### src/rtl/board_write_arbiter.sv
// Board RAM write-port arbiter: two engines share one port, writes gated to a VS-triggered window.
// Optional COLLISION_DETECT_EN adds a sticky same-address collision flag (oCOLLISION).
module board_write_arbiter #(
  parameter int unsigned ADDR_W        = 11,
  parameter int unsigned DATA_W        = 2,
  parameter int unsigned WINDOW_CYCLES = 4000
) (
  input  logic              iVGA_CLK,
  input  logic              iRST_n,
  input  logic              iVS,
  input  logic              iREQ0,
  input  logic              iREQ1,
  input  logic [ADDR_W-1:0] iADDR0,
  input  logic [ADDR_W-1:0] iADDR1,
  input  logic [DATA_W-1:0] iDATA0,
  input  logic [DATA_W-1:0] iDATA1,
  output logic              oGNT0,
  output logic              oGNT1,
  output logic              oWE,
  output logic [ADDR_W-1:0] oWADDR,
  output logic [DATA_W-1:0] oWDATA,
  output logic              oWINDOW,
  output logic              oFRAME_TICK
`ifdef COLLISION_DETECT_EN
  ,
  output logic              oCOLLISION
`endif
);

  localparam int unsigned CntW = $clog2(WINDOW_CYCLES + 1);

  typedef enum logic [0:0] {StWaitVs, StOpen} state_e;

  state_e            state_q, state_d;
  logic [CntW-1:0]   cnt_q, cnt_d;
  logic              vs_q;
  logic              tick_q, tick_d;
  logic              gnt0_q, gnt0_d;
  logic              gnt1_q, gnt1_d;
  logic              rr_q, rr_d;
  logic [ADDR_W-1:0] waddr_q, waddr_d;
  logic [DATA_W-1:0] wdata_q, wdata_d;
  logic              vs_fall, arb_en, elig0, elig1;

  assign vs_fall = vs_q & ~iVS;
  assign arb_en  = (state_q == StOpen) && (cnt_q != '0);
  // An engine is not eligible in its own grant cycle; that enforces 1 write per 2 cycles each.
  assign elig0   = iREQ0 & ~gnt0_q;
  assign elig1   = iREQ1 & ~gnt1_q;

  always_comb begin
    state_d = state_q;
    cnt_d   = cnt_q;
    tick_d  = 1'b0;
    gnt0_d  = 1'b0;
    gnt1_d  = 1'b0;
    rr_d    = rr_q;
    waddr_d = waddr_q;
    wdata_d = wdata_q;

    unique case (state_q)
      StWaitVs: begin
        if (vs_fall) begin
          state_d = StOpen;
          cnt_d   = CntW'(WINDOW_CYCLES - 1);
          tick_d  = 1'b1;
        end
      end
      StOpen: begin
        if (cnt_q == '0) begin
          state_d = StWaitVs;
        end else begin
          cnt_d = cnt_q - CntW'(1);
        end
      end
      default: state_d = StWaitVs;
    endcase

    // rr_q holds the engine granted last; on a tie the other one wins.
    if (arb_en) begin
      if (elig0 && (!elig1 || rr_q)) begin
        gnt0_d = 1'b1;
      end else if (elig1) begin
        gnt1_d = 1'b1;
      end
    end

    if (gnt0_d) begin
      rr_d    = 1'b0;
      waddr_d = iADDR0;
      wdata_d = iDATA0;
    end else if (gnt1_d) begin
      rr_d    = 1'b1;
      waddr_d = iADDR1;
      wdata_d = iDATA1;
    end
  end

  always_ff @(posedge iVGA_CLK or negedge iRST_n) begin
    if (!iRST_n) begin
      state_q <= StWaitVs;
      cnt_q   <= '0;
      vs_q    <= 1'b0;
      tick_q  <= 1'b0;
      gnt0_q  <= 1'b0;
      gnt1_q  <= 1'b0;
      rr_q    <= 1'b1;
      waddr_q <= '0;
      wdata_q <= '0;
    end else begin
      state_q <= state_d;
      cnt_q   <= cnt_d;
      vs_q    <= iVS;
      tick_q  <= tick_d;
      gnt0_q  <= gnt0_d;
      gnt1_q  <= gnt1_d;
      rr_q    <= rr_d;
      waddr_q <= waddr_d;
      wdata_q <= wdata_d;
    end
  end

  assign oGNT0       = gnt0_q;
  assign oGNT1       = gnt1_q;
  assign oWE         = gnt0_q | gnt1_q;
  assign oWADDR      = waddr_q;
  assign oWDATA      = wdata_q;
  assign oWINDOW     = (state_q == StOpen);
  assign oFRAME_TICK = tick_q;

`ifdef COLLISION_DETECT_EN
  logic [3:0][ADDR_W-1:0] list0_q, list1_q;
  logic [2:0]             n0_q, n1_q;
  logic                   coll_q;
  logic                   hit0, hit1;

  // hit0: engine 0's current address is in engine 1's list, and vice versa.
  always_comb begin
    hit0 = 1'b0;
    hit1 = 1'b0;
    for (int i = 0; i < 4; i++) begin
      if ((i < int'(n1_q)) && (list1_q[i] == iADDR0)) hit0 = 1'b1;
      if ((i < int'(n0_q)) && (list0_q[i] == iADDR1)) hit1 = 1'b1;
    end
  end

  always_ff @(posedge iVGA_CLK or negedge iRST_n) begin
    if (!iRST_n) begin
      list0_q <= '0;
      list1_q <= '0;
      n0_q    <= '0;
      n1_q    <= '0;
      coll_q  <= 1'b0;
    end else if (tick_d) begin
      n0_q   <= '0;
      n1_q   <= '0;
      coll_q <= 1'b0;
    end else begin
      if (gnt0_d) begin
        if (hit0) coll_q <= 1'b1;
        if (n0_q != 3'd4) begin
          list0_q[n0_q[1:0]] <= iADDR0;
          n0_q               <= n0_q + 3'd1;
        end
      end
      if (gnt1_d) begin
        if (hit1) coll_q <= 1'b1;
        if (n1_q != 3'd4) begin
          list1_q[n1_q[1:0]] <= iADDR1;
          n1_q               <= n1_q + 3'd1;
        end
      end
    end
  end

  assign oCOLLISION = coll_q;
`endif

endmodule
### config.mk
export PLATFORM = sky130hd
export DESIGN_NAME = board_write_arbiter
export DESIGN_NICKNAME = d
export VERILOG_FILES = /design/src/rtl/board_write_arbiter.sv
export SDC_FILE = /design/constraint.sdc
export NUM_CORES = 1
export LEC_CHECK = 0
export BUFFER_PORTS_ARGS = -buffer_cell sky130_fd_sc_hd__buf_2
export CORE_UTILIZATION = 35
export DETAILED_ROUTE_END_ITERATION = 10
export GPL_ROUTABILITY_DRIVEN = 0
export GPL_TIMING_DRIVEN = 0
export PLACE_DENSITY = 0.69
export REMOVE_ABC_BUFFERS = 1
export SLEW_MARGIN = 10
export SYNTH_ARGS = -nofsm -noshare
export SYNTH_HDL_FRONTEND = slang
export SYNTH_SLANG_ARGS = --single-unit
### constraint.sdc
create_clock -name iVGA_CLK -period 2.3 [get_ports iVGA_CLK]
set_clock_uncertainty 0.1 [all_clocks]
set_input_delay 0.46 -clock iVGA_CLK [delete_from_list [all_inputs] [get_ports iVGA_CLK]]
set_output_delay 0.46 -clock iVGA_CLK [all_outputs]
set_load 0.05 [all_outputs]
==> results list <==
- Share of total power consumed by net switching: 0.358
- The first global-routing pass estimated 5.54 mm of wire.
- The worst setup path is captured at a register.
* List of cells traversed by the critical path: inv_1 > ha_1 > nor4b_4 > and4_4 > nor2_8 > mux2_4
- NetSw: 0.542 mW
- Worst vdd ir: 0.316 mV
- Maximum fanout encountered on the critical timing path: 10
- Number of top-level pins: 49
- The share of total power dissipated in combinational logic is 0.301.
- Hold violation total from the final report: 0
- After filler insertion, the fill cell instance count of the layout stands at 425.
* Die X: 71.0 um
- Number of global-route vias before repair: 1168
* Proportion of layout cells with a drive suffix above 1: 0.495
- Together, buffers and inverters on the worst path number 1.
- Each instance of the synthesized netlist takes up on average 12.2 sq um.
* Largest incremental delay on the critical path: 0.42 ns
- Diode count: 0
- Detailed placement ended at an HPWL of 2.37 mm.
- In the routed design, unresolved DRC markers number 0.
* Root Buffer: clkbuf_8
- Required time worst endpoint: 2.36 ns
- Data arrives at the worst endpoint at 1.95 ns.
* Source-to-sink clock delay at the later pin of the worst-skew pair: 0.28 ns
- Max Cap Violations: 0
* Crit-path slowest cell: dfrtp_1
* Top cells by instance count after synthesis: dfrtp_1 (30), mux2_2 (10), mux2_4 (10)
* Fin. max-slew vios: 0
- Maximum number of pins on one net before global-route repair: 32
- Aggregate negative setup slack: 0 ns
- The routed design has 3.37 mm of wire.
- For this run, the post-layout net count is 222.
* Total routing usage reported by global routing: 0.143
- The cell family contributing the most delay on the critical path is simple AND/OR/NAND/NOR gates.
- The largest total area in the synthesized netlist belongs to dfrtp_1.
- Yosys attributes the largest share of cell area to dfrtp_1 (45%), mux2_4 (9.0%), mux2_2 (6.8%), mux2i_1 (3.6%), o21ai_0 (2.1%).
- PortBufs: 48
* Sequential-to-total area share from yosys stat: 0.467
- In this run the tightest slew margin relative to its limit is 0.527.
* Cell count after synthesis: 136
- Of the total power, the clock network draws 0.277.
* Seq pwr share: 0.421
- Global routing finished with a remaining overflow of 0.
- Once layout is complete, the cells apart from fillers number 242.
- Dividing the detail-routed via count by the number of cells gives 5.14.
- The number of antenna violations at the first check in global routing came to 0.
- First-pass DRT Iterations: 4
* Clock slew at reported path FFs: 0.07 ns
- Summing internal, switching and leakage power gives 1.52 mW.
- Vias: 1244
* Die Outline Area: 0.00503 sq mm
- The initialized floorplan defines 24 standard-cell rows.
* Warnings from Yosys: 0
- Status: complete, no violations
- Internal power comes to 0.974 mW.
- Depth of the CTS H-tree: 2
- Final cycle utilization of the critical path: 0.820
* Placeable core area: 0.00447 sq mm
- Final critical delay including setup and external delays: 1.89 ns
- Starting Density: 0.372
- Cells resized by post-CTS repair: 0
- The worst setup path is launched from a register.
- Power Dens Cells: 741 mW/mm^2
- Unrepaired setup endpoints after global routing: false
- Highest achievable clock rate: 530 MHz
* Setup violators final: 0
* Residual antenna-violating net count after detailed routing: 0
* First-iteration detailed-routing DRC count: 43
- Routed length per instance: 13.9 um
- TritonCTS created 5 clock buffers.
- TritonCTS built the clock tree.
- Counting every sink on the clock net gives 31.
- The worst setup path is of the reg -> reg kind.
* Fraction of registers with async set or reset after synthesis: 1.00
- For this run, the leading register cell type out of synthesis is dfrtp_1.
* Type of the tightest min-delay check: in -> async
- Flip-flop and latch count after synthesis: 31
- Of the post-synthesis cell area, the dominant cell type holds 0.451.
- In this run the deepest clock path goes through 2 buffers.
- The mapped netlist covers 0.00166 sq mm.
* Total placed cells including tap cells: 232
- Height of the die: 71.0 um
- Counting flops with a built-in enable in the synthesized netlist gives 0.
- Post-synthesis cell type count: 43
- Hold buffer count at CTS: 0
- Compared with the post-synthesis result, the final layout area differs by 23.0%.
- Among all cell types in the netlist, the one instantiated most often is dfrtp_1.
- Slew at the pin closest to its max-slew limit: 0.708 ns
- The analysis attributes to cell leakage a power of 1.01 nW.
==> registers in the layout, summed over array words and instances (netlist names) <==
name / count
oWDATA: 2
vs_q: 1
oGNT0: 1
rr_q: 1
oFRAME_TICK: 1
oGNT1: 1
oWINDOW: 1
oWADDR: 11
cnt_q: 12
==> what timing repair did <==
item | in CTS | in global routing
hold endpoints to repair | 0 | 0
endpoints found under the setup margin | 0 | 4
setup buffers | 0 | 2
==> through the flow <==
step / cell area [sq um] / util / worst slack, ns / hold slack, ns
floorplan: 1640 / - / 0.360 / 0.0644
global placement: 1940 / 0.434 / 0.176 / 0.388
detailed placement: 1940 / 0.434 / 0.161 / 0.393
CTS: 2030 / 0.454 / 0.114 / 0.148
global route: 2050 / 0.457 / 0.260 / 0.171
finish: 2050 / 0.457 / 0.413 / 0.117
==> power groups by stage <==
stage          registers [mW]  clock network [mW]  logic (mW)
6_report                0.639               0.421       0.457
5_1_grt                 0.646               0.462       0.480
4_1_cts                 0.639               0.433       0.460
3_5_place_dp            0.648                   0       0.460
3_3_place_gp            0.645                   0       0.455
2_1_floorplan           0.829                   0       0.160
==> kinds of logic (layout without fill, tap and decap cells) <==
family,Yosys count,in the layout,share of synthesized area
simple gates,40,40,0.182
flops,31,31,0.467
compound gates,26,26,0.111
mux,26,26,0.194
buf+inv,11,65,0.0316
fa+ha+maj,2,2,0.0150
==> cells in the final DEF, fill, tap and decap left out, types with 3 or more instances in the layout <==
| cell type | n |
|---|---|
| nand2_1 | 5 |
| clkbuf_8 | 5 |
| nand4_1 | 3 |
| mux2_4 | 10 |
| a211oi_1 | 4 |
| a21oi_1 | 5 |
| nor2_1 | 9 |
| buf_2 | 48 |
| mux2i_1 | 6 |
| a31oi_1 | 3 |
| dfrtp_1 | 30 |
| mux2_2 | 10 |
| inv_1 | 6 |
| o21ai_0 | 7 |
==> final timing paths <==
kind / startpoint / to / slack [ns] / cells after the start
min in group iVGA_CLK: iVS / vs_q / 0.20 / 1
worst min-delay path: iRST_n / cnt_q[4] / 0.12 / 1
worst min register to register: oWDATA[0] / oWDATA[0] / 0.41 / 1
max in group asynchronous: iRST_n / oWADDR[9] / 1.53 / 1
worst max-delay path: cnt_q[0] / oWADDR[6] / 0.41 / 6
worst max register to register: cnt_q[0] / oWADDR[6] / 0.41 / 6
==> layer usage <==
metal  GRT usage  up-vias  wire length, um
met3      0.0299        2               82
li1            -      607                -
met4      0.0600        0               42
met2       0.226       17             1670
met5           0        -                0
met1       0.191      618             1580
==> worst reg2reg max path: stages (launching register included) <==
cell     delay [ns]
dfrtp_1        0.42
inv_1          0.08
ha_1           0.21
nor4b_4        0.14
and4_4         0.21
nor2_8         0.28
mux2_4         0.34
==> layout make-up <==
cell class / count / area [sq um] / share of cell area
sequential: 31 / 777 / 0.380
timing repair buffer: 50 / 255 / 0.125
multi-input combinational: 94 / 835 / 0.408
clock inverter: 3 / 20.0 / 0.00978
inverter: 7 / 26.3 / 0.0128
clock buffer: 5 / 68.8 / 0.0336
tap: 52 / 65.1 / 0.0318
Power figures use the tool's default switching activity.
